## src/rtl/alu_pkg.sv

```systemverilog
// rtl/alu_pkg.sv - opcode, shift-op and flag-index constants for alu_pipe
//
// Purpose: shared encodings for the pipelined ALU and its barrel shifter.
// Ports: none (package).

package alu_pkg;

    // Arithmetic ops (Sel[2] = 1)
    localparam logic [1:0] OP_TRA  = 2'b00;
    localparam logic [1:0] OP_ADDC = 2'b01;
    localparam logic [1:0] OP_ADD  = 2'b10;
    localparam logic [1:0] OP_TRB  = 2'b11;

    // Logic ops (Sel[2] = 0)
    localparam logic [1:0] OP_AND  = 2'b00;
    localparam logic [1:0] OP_OR   = 2'b01;
    localparam logic [1:0] OP_XOR  = 2'b10;
    localparam logic [1:0] OP_NOTA = 2'b11;

    // Shift ops (Sel[4:3])
    localparam logic [1:0] SH_PASS = 2'b00;
    localparam logic [1:0] SH_LSL  = 2'b01;
    localparam logic [1:0] SH_LSR  = 2'b10;
    localparam logic [1:0] SH_ZERO = 2'b11;

    // Bit positions inside flags = {C, V, N, Z}
    localparam int F_C = 3;
    localparam int F_V = 2;
    localparam int F_N = 1;
    localparam int F_Z = 0;

endpackage

```

## src/rtl/alu_shifter.sv

```systemverilog
// rtl/alu_shifter.sv - combinational barrel shifter for the alu_pipe output stage
//
// Purpose: pass / logical left / logical right / zero, variable distance.
// Ports:
//   data_i  WIDTH  value to shift
//   op_i    2      shift op (SH_*)
//   amt_i   SHW    shift distance
//   data_o  WIDTH  shifted value

module alu_shifter
    import alu_pkg::*;
#(
    parameter int WIDTH = 8,
    parameter int SHW   = $clog2(WIDTH)
) (
    input  logic [WIDTH-1:0] data_i,
    input  logic [1:0]       op_i,
    input  logic [SHW-1:0]   amt_i,
    output logic [WIDTH-1:0] data_o
);

    // Only reachable when WIDTH is not a power of two; such distances give 0.
    logic amt_oor;
    assign amt_oor = (32'(amt_i) >= WIDTH);

    always_comb begin
        data_o = '0;
        case (op_i)
            SH_PASS: data_o = data_i;
            SH_LSL:  if (!amt_oor) data_o = data_i << amt_i;
            SH_LSR:  if (!amt_oor) data_o = data_i >> amt_i;
            SH_ZERO: data_o = '0;
        endcase
    end

endmodule

```

## src/rtl/alu_pipe.sv

```systemverilog
// rtl/alu_pipe.sv - two-stage pipelined ALU with valid/ready handshake and status flags
//
// Purpose: stage 1 computes arith/logic result with carry/overflow, stage 2
// applies the shift and derives N/Z. 2-cycle latency, 1 op/cycle throughput.
// Ports:
//   clk, rst            clock, synchronous active-high reset
//   in_valid/in_ready   input handshake
//   A, B                operands (WIDTH)
//   Sel                 [4:3] shift op, [2] arith/logic, [1:0] op
//   CarryIn, carry_sel  AddC carry source (external or internal c_reg)
//   sh_amt              shift distance (SHW)
//   out_valid/out_ready output handshake
//   Y, flags            result and {C, V, N, Z}

module alu_pipe
    import alu_pkg::*;
#(
    parameter int WIDTH = 8,
    parameter int SHW   = $clog2(WIDTH)
) (
    input  logic             clk,
    input  logic             rst,
    input  logic             in_valid,
    output logic             in_ready,
    input  logic [WIDTH-1:0] A,
    input  logic [WIDTH-1:0] B,
    input  logic [4:0]       Sel,
    input  logic             CarryIn,
    input  logic             carry_sel,
    input  logic [SHW-1:0]   sh_amt,
    output logic             out_valid,
    input  logic             out_ready,
    output logic [WIDTH-1:0] Y,
    output logic [3:0]       flags
);

    logic             s1_valid_q;
    logic [WIDTH-1:0] s1_r_q;
    logic             s1_c_q;
    logic             s1_v_q;
    logic [1:0]       s1_sh_op_q;
    logic [SHW-1:0]   s1_amt_q;
    logic             c_reg_q;
    logic             out_valid_q;
    logic [WIDTH-1:0] y_q;
    logic [3:0]       flags_q;

    logic             s2_ready;
    logic             accept;
    logic             s1_adv;

    assign s2_ready = !out_valid_q || out_ready;
    assign in_ready = !s1_valid_q || s2_ready;
    assign accept   = in_valid && in_ready;
    assign s1_adv   = s1_valid_q && s2_ready;

    // Stage 1: arith/logic with one extra bit to catch the carry out.
    logic [WIDTH:0] a_x, b_x, r_d;
    logic           cin;
    logic           is_add;
    logic           c1_d, v1_d;

    assign a_x = {1'b0, A};
    assign b_x = {1'b0, B};
    assign cin = carry_sel ? c_reg_q : CarryIn;

    always_comb begin
        r_d = '0;
        if (Sel[2]) begin
            case (Sel[1:0])
                OP_TRA:  r_d = a_x;
                OP_ADDC: r_d = a_x + b_x + {{WIDTH{1'b0}}, cin};
                OP_ADD:  r_d = a_x + b_x;
                OP_TRB:  r_d = b_x;
            endcase
        end else begin
            case (Sel[1:0])
                OP_AND:  r_d = {1'b0, A & B};
                OP_OR:   r_d = {1'b0, A | B};
                OP_XOR:  r_d = {1'b0, A ^ B};
                OP_NOTA: r_d = {1'b0, ~A};
            endcase
        end
    end

    assign is_add = Sel[2] && (Sel[1:0] == OP_ADDC || Sel[1:0] == OP_ADD);
    assign c1_d   = is_add && r_d[WIDTH];
    // Signed overflow: both operands share a sign the result does not.
    assign v1_d   = is_add && (A[WIDTH-1] == B[WIDTH-1]) && (r_d[WIDTH-1] != A[WIDTH-1]);

    // Stage 2: shift, then derive N/Z from the shifted value.
    logic [WIDTH-1:0] y_d;
    logic [3:0]       flags_d;

    alu_shifter #(
        .WIDTH (WIDTH),
        .SHW   (SHW)
    ) u_shifter (
        .data_i (s1_r_q),
        .op_i   (s1_sh_op_q),
        .amt_i  (s1_amt_q),
        .data_o (y_d)
    );

    always_comb begin
        flags_d      = '0;
        flags_d[F_C] = s1_c_q;
        flags_d[F_V] = s1_v_q;
        flags_d[F_N] = y_d[WIDTH-1];
        flags_d[F_Z] = (y_d == '0);
    end

    always_ff @(posedge clk) begin
        if (rst) begin
            s1_valid_q  <= 1'b0;
            s1_r_q      <= '0;
            s1_c_q      <= 1'b0;
            s1_v_q      <= 1'b0;
            s1_sh_op_q  <= '0;
            s1_amt_q    <= '0;
            c_reg_q     <= 1'b0;
            out_valid_q <= 1'b0;
            y_q         <= '0;
            flags_q     <= '0;
        end else begin
            if (accept) begin
                s1_valid_q <= 1'b1;
                s1_r_q     <= r_d[WIDTH-1:0];
                s1_c_q     <= c1_d;
                s1_v_q     <= v1_d;
                s1_sh_op_q <= Sel[4:3];
                s1_amt_q   <= sh_amt;
                // Updated at stage 1 so a chained AddC on the next cycle sees it.
                if (is_add) c_reg_q <= c1_d;
            end else if (s1_adv) begin
                s1_valid_q <= 1'b0;
            end

            if (s1_adv) begin
                out_valid_q <= 1'b1;
                y_q         <= y_d;
                flags_q     <= flags_d;
            end else if (out_valid_q && out_ready) begin
                out_valid_q <= 1'b0;
            end
        end
    end

    assign out_valid = out_valid_q;
    assign Y         = y_q;
    assign flags     = flags_q;

endmodule

```

## config.mk

```make
export PLATFORM = sky130hd
export DESIGN_NAME = alu_pipe
export DESIGN_NICKNAME = d
export VERILOG_FILES = /design/src/rtl/alu_pkg.sv /design/src/rtl/alu_shifter.sv /design/src/rtl/alu_pipe.sv
export SDC_FILE = /design/constraint.sdc
export NUM_CORES = 1
export LEC_CHECK = 0
export BUFFER_PORTS_ARGS = -buffer_cell sky130_fd_sc_hd__buf_2
export CORE_UTILIZATION = 47
export CTS_CLUSTER_DIAMETER = 100
export DETAILED_ROUTE_END_ITERATION = 10
export GPL_ROUTABILITY_DRIVEN = 0
export PLACE_DENSITY_LB_ADDON = 0.15
export RECOVER_POWER = 50
export SYNTH_ARGS = -nofsm -noshare
export SYNTH_HDL_FRONTEND = slang
export SYNTH_SLANG_ARGS = --single-unit
```

## constraint.sdc

```tcl
create_clock -name clk -period 7.6 [get_ports clk]
set_input_delay 1.52 -clock clk [delete_from_list [all_inputs] [get_ports clk]]
set_output_delay 1.52 -clock clk [all_outputs]
set_load 0.01 [all_outputs]
```

# Word-level counts from Yosys, hierarchy flattened
# Index checks and enable logic that the tools add are counted.
[totals]
input_bits = 30
word_cells = 53
regBits = 30
out_inout_bits = 14
[classes]
n_shift = 2
eq_ne = 8
n_reduce_logical = 18
mux = 9
n_addsub = 2
bitwise_logic = 4
[ops]
columns = ["op", "count"]
rows = [
  ["9-bit one-hot mux with 4 select lines", 2],
  ["8-bit one-hot mux with 4 select lines", 1],
  ["8-bit by 8-bit adder with 9-bit output", 1],
  ["9-bit by 1-bit adder with 9-bit output", 1],
  ["9-bit 2-to-1 mux", 1],
  ["8-bit AND", 1],
  ["2-bit == test (second input constant)", 4],
  ["8-bit logical NOT", 1],
  ["8-bit NOT", 1],
  ["8-bit OR", 1],
  ["8-bit by 3-bit left shift with 8-bit output", 1],
  ["8-bit by 3-bit right shift with 8-bit output", 1],
  ["8-bit XOR", 1],
  ["1-bit logical AND", 7],
  ["1-bit 2-to-1 mux", 5],
  ["2-bit by 1-bit == test with 1-bit output (second input constant)", 2],
  ["2-bit logical NOT", 2],
  ["2-bit nonzero test", 2],
  ["1-bit logical OR", 3],
  ["1-bit logical NOT", 2],
  ["2-bit AND reduction", 1],
  ["1-bit == test", 1],
  ["1-bit != test", 1],
]

# Longest topological paths before layout
[logic_depth]
depth_word = 6
ltp_mapped = 11

# Hierarchy
# A second synthesis with hierarchy kept.
[unflattened]
cells_unflattened = 371
hier_area_um2 = 2886.5
[modules_own_cells]
columns = ["module", "n_inst", "cells_each", "area_each_um2"]
rows = [
  ["alu_pipe", 1, 285, 2299.7],
  ["alu_shifter", 1, 86, 586.8],
]

# Worst setup path before layout
# OpenSTA, ideal clock, no wires.
[synth_path]
path_kind = "in2reg"
start = "in A[0]"
end = "reg s1_r_q[7]"
slack_ps = 3882
setup_ps = 125
arrival_time_ps = 3593
required_time_ps = 7475
stages = 8
path_cell_list = "ha_1 fa_1 a211oi_1 o21ai_1 a32oi_2 nand4_1 o211a_1 o41a_1"
[synth_via]
elab_chain_len = 4
[synth_lines]
columns = ["item", "line", "rtl"]
rows = [
  ["from (decl)", "alu_pipe.sv:25", "input logic [WIDTH-1:0] A,"],
  ["8-bit by 8-bit adder with 9-bit output *", "alu_pipe.sv:72, alu_pipe.sv:73", ""],
  ["9-bit by 1-bit adder with 9-bit output", "alu_pipe.sv:72", "OP_ADDC: r_d = a_x + b_x + {{WIDTH{1'b0}}, cin};"],
  ["9-bit one-hot mux with 4 select lines *", "alu_pipe.sv:70", "case (Sel[1:0])"],
  ["9-bit 2-to-1 mux *", "alu_pipe.sv:69", "if (Sel[2]) begin"],
  ["to (signal assigned)", "alu_pipe.sv:128", "s1_r_q <= r_d[WIDTH-1:0];"],
  ["to (decl)", "alu_pipe.sv:38", "logic [WIDTH-1:0] s1_r_q;"],
]
# Mark *: on every way between the ends. The rest lies on a longest branch, timed or not.
# A chain may end at the register's enable or synchronous reset.

# Worst setup path in the final report
[layout_path]
start = "in A[0]"
end = "reg s1_r_q[6]"
# The elaborated chain is that of the path after synthesis.

==> key figures <==
Worst hold path
  – Hold Path End: c_reg_q$_SDFFE_PP0P_
  – Hold Crit Start: c_reg_q$_SDFFE_PP0P_
  – HP Class: flop to flop
  – Min-Delay Path Depth: 2

Critical path
  – CP Class: input port to flop
  – Worst EP required: 7.78 ns
  – Crit path DAT: 4.05 ns
  – CP max-delay cell: nor4_1
  – Worst-path cell chain: buf_2 > ha_1 > fa_1 > a211oi_1 > nor2_1 > nor4_1 > mux2i_1 > o221ai_1 > a311oi_1
  – Setup crit end kind: flop
  – CP Launch Type: input port
  – Reg-to-reg slack, setup: 5.19 ns
  – Worst Path Buf+Inv: 1
  – Worst reg2reg startpoint: s1_amt_q[0]$_SDFFE_PP0P_
  – CP peak stage delay: 0.59 ns
  – Crit-path max FO: 4
  – CP delay by family, top: simple AND/OR/NAND/NOR gates
  – Reg2reg end: flags[0]$_SDFFE_PP0P_
  – Reg2Reg Depth: 6

Clock network
  – # hold bufs at CTS: 0
  – Setup Buffers After CTS: 0
  – Clock root buffer: clkbuf_8
  – Clock buffer count from CTS: 5
  – H-tree depth: 2
  – CTS sink cnt: 29
  – Resized cells post-CTS: 0
  – Clk Latency, worst-skew pair: 0.28 ns
  – Longest Clk Path Bufs: 2
  – CTS tree: built
  – Clock slew at reported path FFs: 0.07 ns

Synth
  – Synthesized-area fraction occupied by adder cells: 10.54%
  – Compound-Gate Fraction of Synth Area: 27.98%
  – Simple-gate portion of the synthesized area: 20.29%
  – Synth top area cells: dfxtp_1 (20%), ha_1 (9.5%), nor2_1 (5.1%)
  – Post-synth EDFFs: 0
  – Post-synthesis register bit count: 29
  – Mapped Nets: 437
  – Yosys top cell by area: dfxtp_1
  – Largest family of logic cells by synthesized area: compound AO/OA/AOI/OAI gates
  – Syn Inst Count: 384
  – Netlist cell types: 62
  – Most common cell in the netlist: nor2_1
  – Post-synthesis xor/xnor area fraction: 3.282%
  – Multiplexer share of the synthesized area: 10.02%
  – Ys flop type: dfxtp_1
  – Yosys warnings: 0
  – Netlist Area Pre-Place: 2898 um2
  – Syn Area/Cell: 7.546 um2
  – Seq/Total Area, Yosys: 20.03%
  – Synth cell count leaders: nor2_1 (39), nand2_1 (37), a21oi_1 (29), dfxtp_1 (29), inv_1 (29)
  – Asr flop ratio synth: 0%
  – Post-synth top area share: 20.03%

STA
  – Crit path time final: 3.869 ns
  – Hold WS: 0.4590 ns
  – RSZ-0062 raised after global routing: false
  – Crit share post-route: 50.90%
  – Final setup vio count: 0
  – Final Hold Vio Count: 0
  – Setup Skew: 0.004177 ns
  – Slew HR: 7.657%
  – TNS Setup: 0 ns
  – Fmax: 258.5 MHz
  – Final worst slack: 3.731 ns
  – Max Slew Vio Count: 0
  – Worst-Margin Slew: 1.385 ns

Floorplan
  – IO Pins: 44
  – Die area: 6483 um2
  – Initial Util: 48.94%
  – Row count: 28
  – Die height: 80.52 um
  – Core box area: 5921 um2
  – Die W: 80.52 um

Global routing
  – Pin count of the biggest net entering global routing: 32
  – First-pass GRT wire length: 12.28 mm
  – GRT Max-Usage Layer: met2
  – GR Layer Usage met2: 41.53%
  – Initial antenna violation count: 0
  – GRT Resource Usage Total: 24.28%
  – Grt total ovfl: 0
  – GRT met1 Usage: 31.05%
  – Vias in the first global route: 2547
  – M3 GR Usage: 2.841%

Run status
  – Status: finished clean

Power and ir drop
  – Lkg Pwr: 1.296 nW
  – Worst IR drop on VDD: 0.07970 mV
  – PD cells: 149.5 nW/um2
  – Power Total: 0.4720 mW

Detailed routing
  – Via count: 2843
  – Drt initial violations: 154
  – First drt pass iteration count: 4
  – Remaining DRCs: 0
  – Total Routed Length: 7.576 mm
  – Vias/cell: 5.911
  – WL/cell: 15.75 um
  – Post-DRT Antenna Nets: 0

Cells and area
  – Final #Nets: 458
  – Finished Layout Cells: 481
  – Share of cells above drive strength 1: 13.55%
  – Fill cells: 584
  – Area grow syn2layout: 8.938%
  – ANT cells: 0

Placed design
  – Worst slack at placement: 3.478 ns
  – # placed instances: 473
  – Port bufs: 43
  – Hpwl dp: 5.516 mm

Job
  – Max_cap viols: 0
[tightest hold or removal path: stages, from the launching register on]
cell and delay (ns):
dfxtp_1 0.31, nand2_1 0.05, a21oi_1 0.06
[layer usage]
metal,wire [um],part of all wire [%],up-vias
li1,-,-,1432
met1,3443,45,1313
met2,3660,48,84
met3,302,4.0,14
met4,170,2.2,0
met5,0,0,-
[flip-flops by register name, indices dropped and copies added (netlist names)]
signal      flops
flags           4
c_reg_q         1
s1_v_q          1
out_valid       1
s1_valid_q      1
s1_c_q          1
s1_amt_q        3
Y               7
s1_sh_op_q      2
s1_r_q          8
[where the power goes]
part	internal (mW)	switching, mW	total (mW)
logic	0.0703	0.0937	0.164
clock network	0.0631	0.0635	0.127
registers	0.163	0.0187	0.181
[layout by cell type, fill, tap and decap left out, drive strengths merged, types with 5 or more instances in the layout]
| cell type | n |
|---|---|
| a211oi | 10 |
| a21oi | 29 |
| a31oi | 5 |
| buf | 29 |
| clkbuf | 19 |
| dfxtp | 29 |
| ha | 22 |
| inv | 29 |
| mux2i | 11 |
| mux4 | 6 |
| nand2 | 37 |
| nand2b | 5 |
| nand3 | 6 |
| nor2 | 40 |
| nor2b | 6 |
| nor3 | 12 |
| o21ai | 20 |
| o22ai | 7 |
| xnor2 | 5 |
| xor2 | 5 |
[how the worst max path moves through the flow]
stage	start	to	cells after the start
global placement	A[0]	s1_c_q$_SDFFE_PP0P_	9
detailed placement	A[0]	s1_r_q[6]$_SDFFE_PP0P_	9
floorplan	A[0]	s1_r_q[7]$_SDFFE_PP0P_	8
CTS	A[0]	s1_r_q[6]$_SDFFE_PP0P_	9
global route	A[0]	s1_c_q$_SDFFE_PP0P_	9
finish	A[0]	s1_r_q[6]$_SDFFE_PP0P_	9
[area by class of cell]
type                            instances  area [um2]  share of cell area, %
Clock inverter                          3       17.52                 0.5549
Tap cell                               75       93.84                  2.973
Sequential cell                        29       580.6                  18.39
Multi-Input combinational cell        297        2090                  66.19
Inverter                               29       108.9                  3.448
Timing Repair Buffer                   43       197.7                  6.262
Clock buffer                            5       68.82                  2.180
[logic make-up after synthesis]
logic type	Yosys count
simple gates	126
buf+inv	58
mux	21
xor+xnor	10
compound gates	116
flops	29
fa+ha+maj	24
[through the flow]
step | instance area [um2] | util, %
2_1_floorplan | 2898 | -
3_3_place_gp | 3088 | 52.16
3_5_place_dp | 3088 | 52.16
4_1_cts | 3174 | 53.61
5_1_grt | 3157 | 53.32
6_report | 3157 | 53.32
Note: power is estimated with default switching activity, not from simulation.
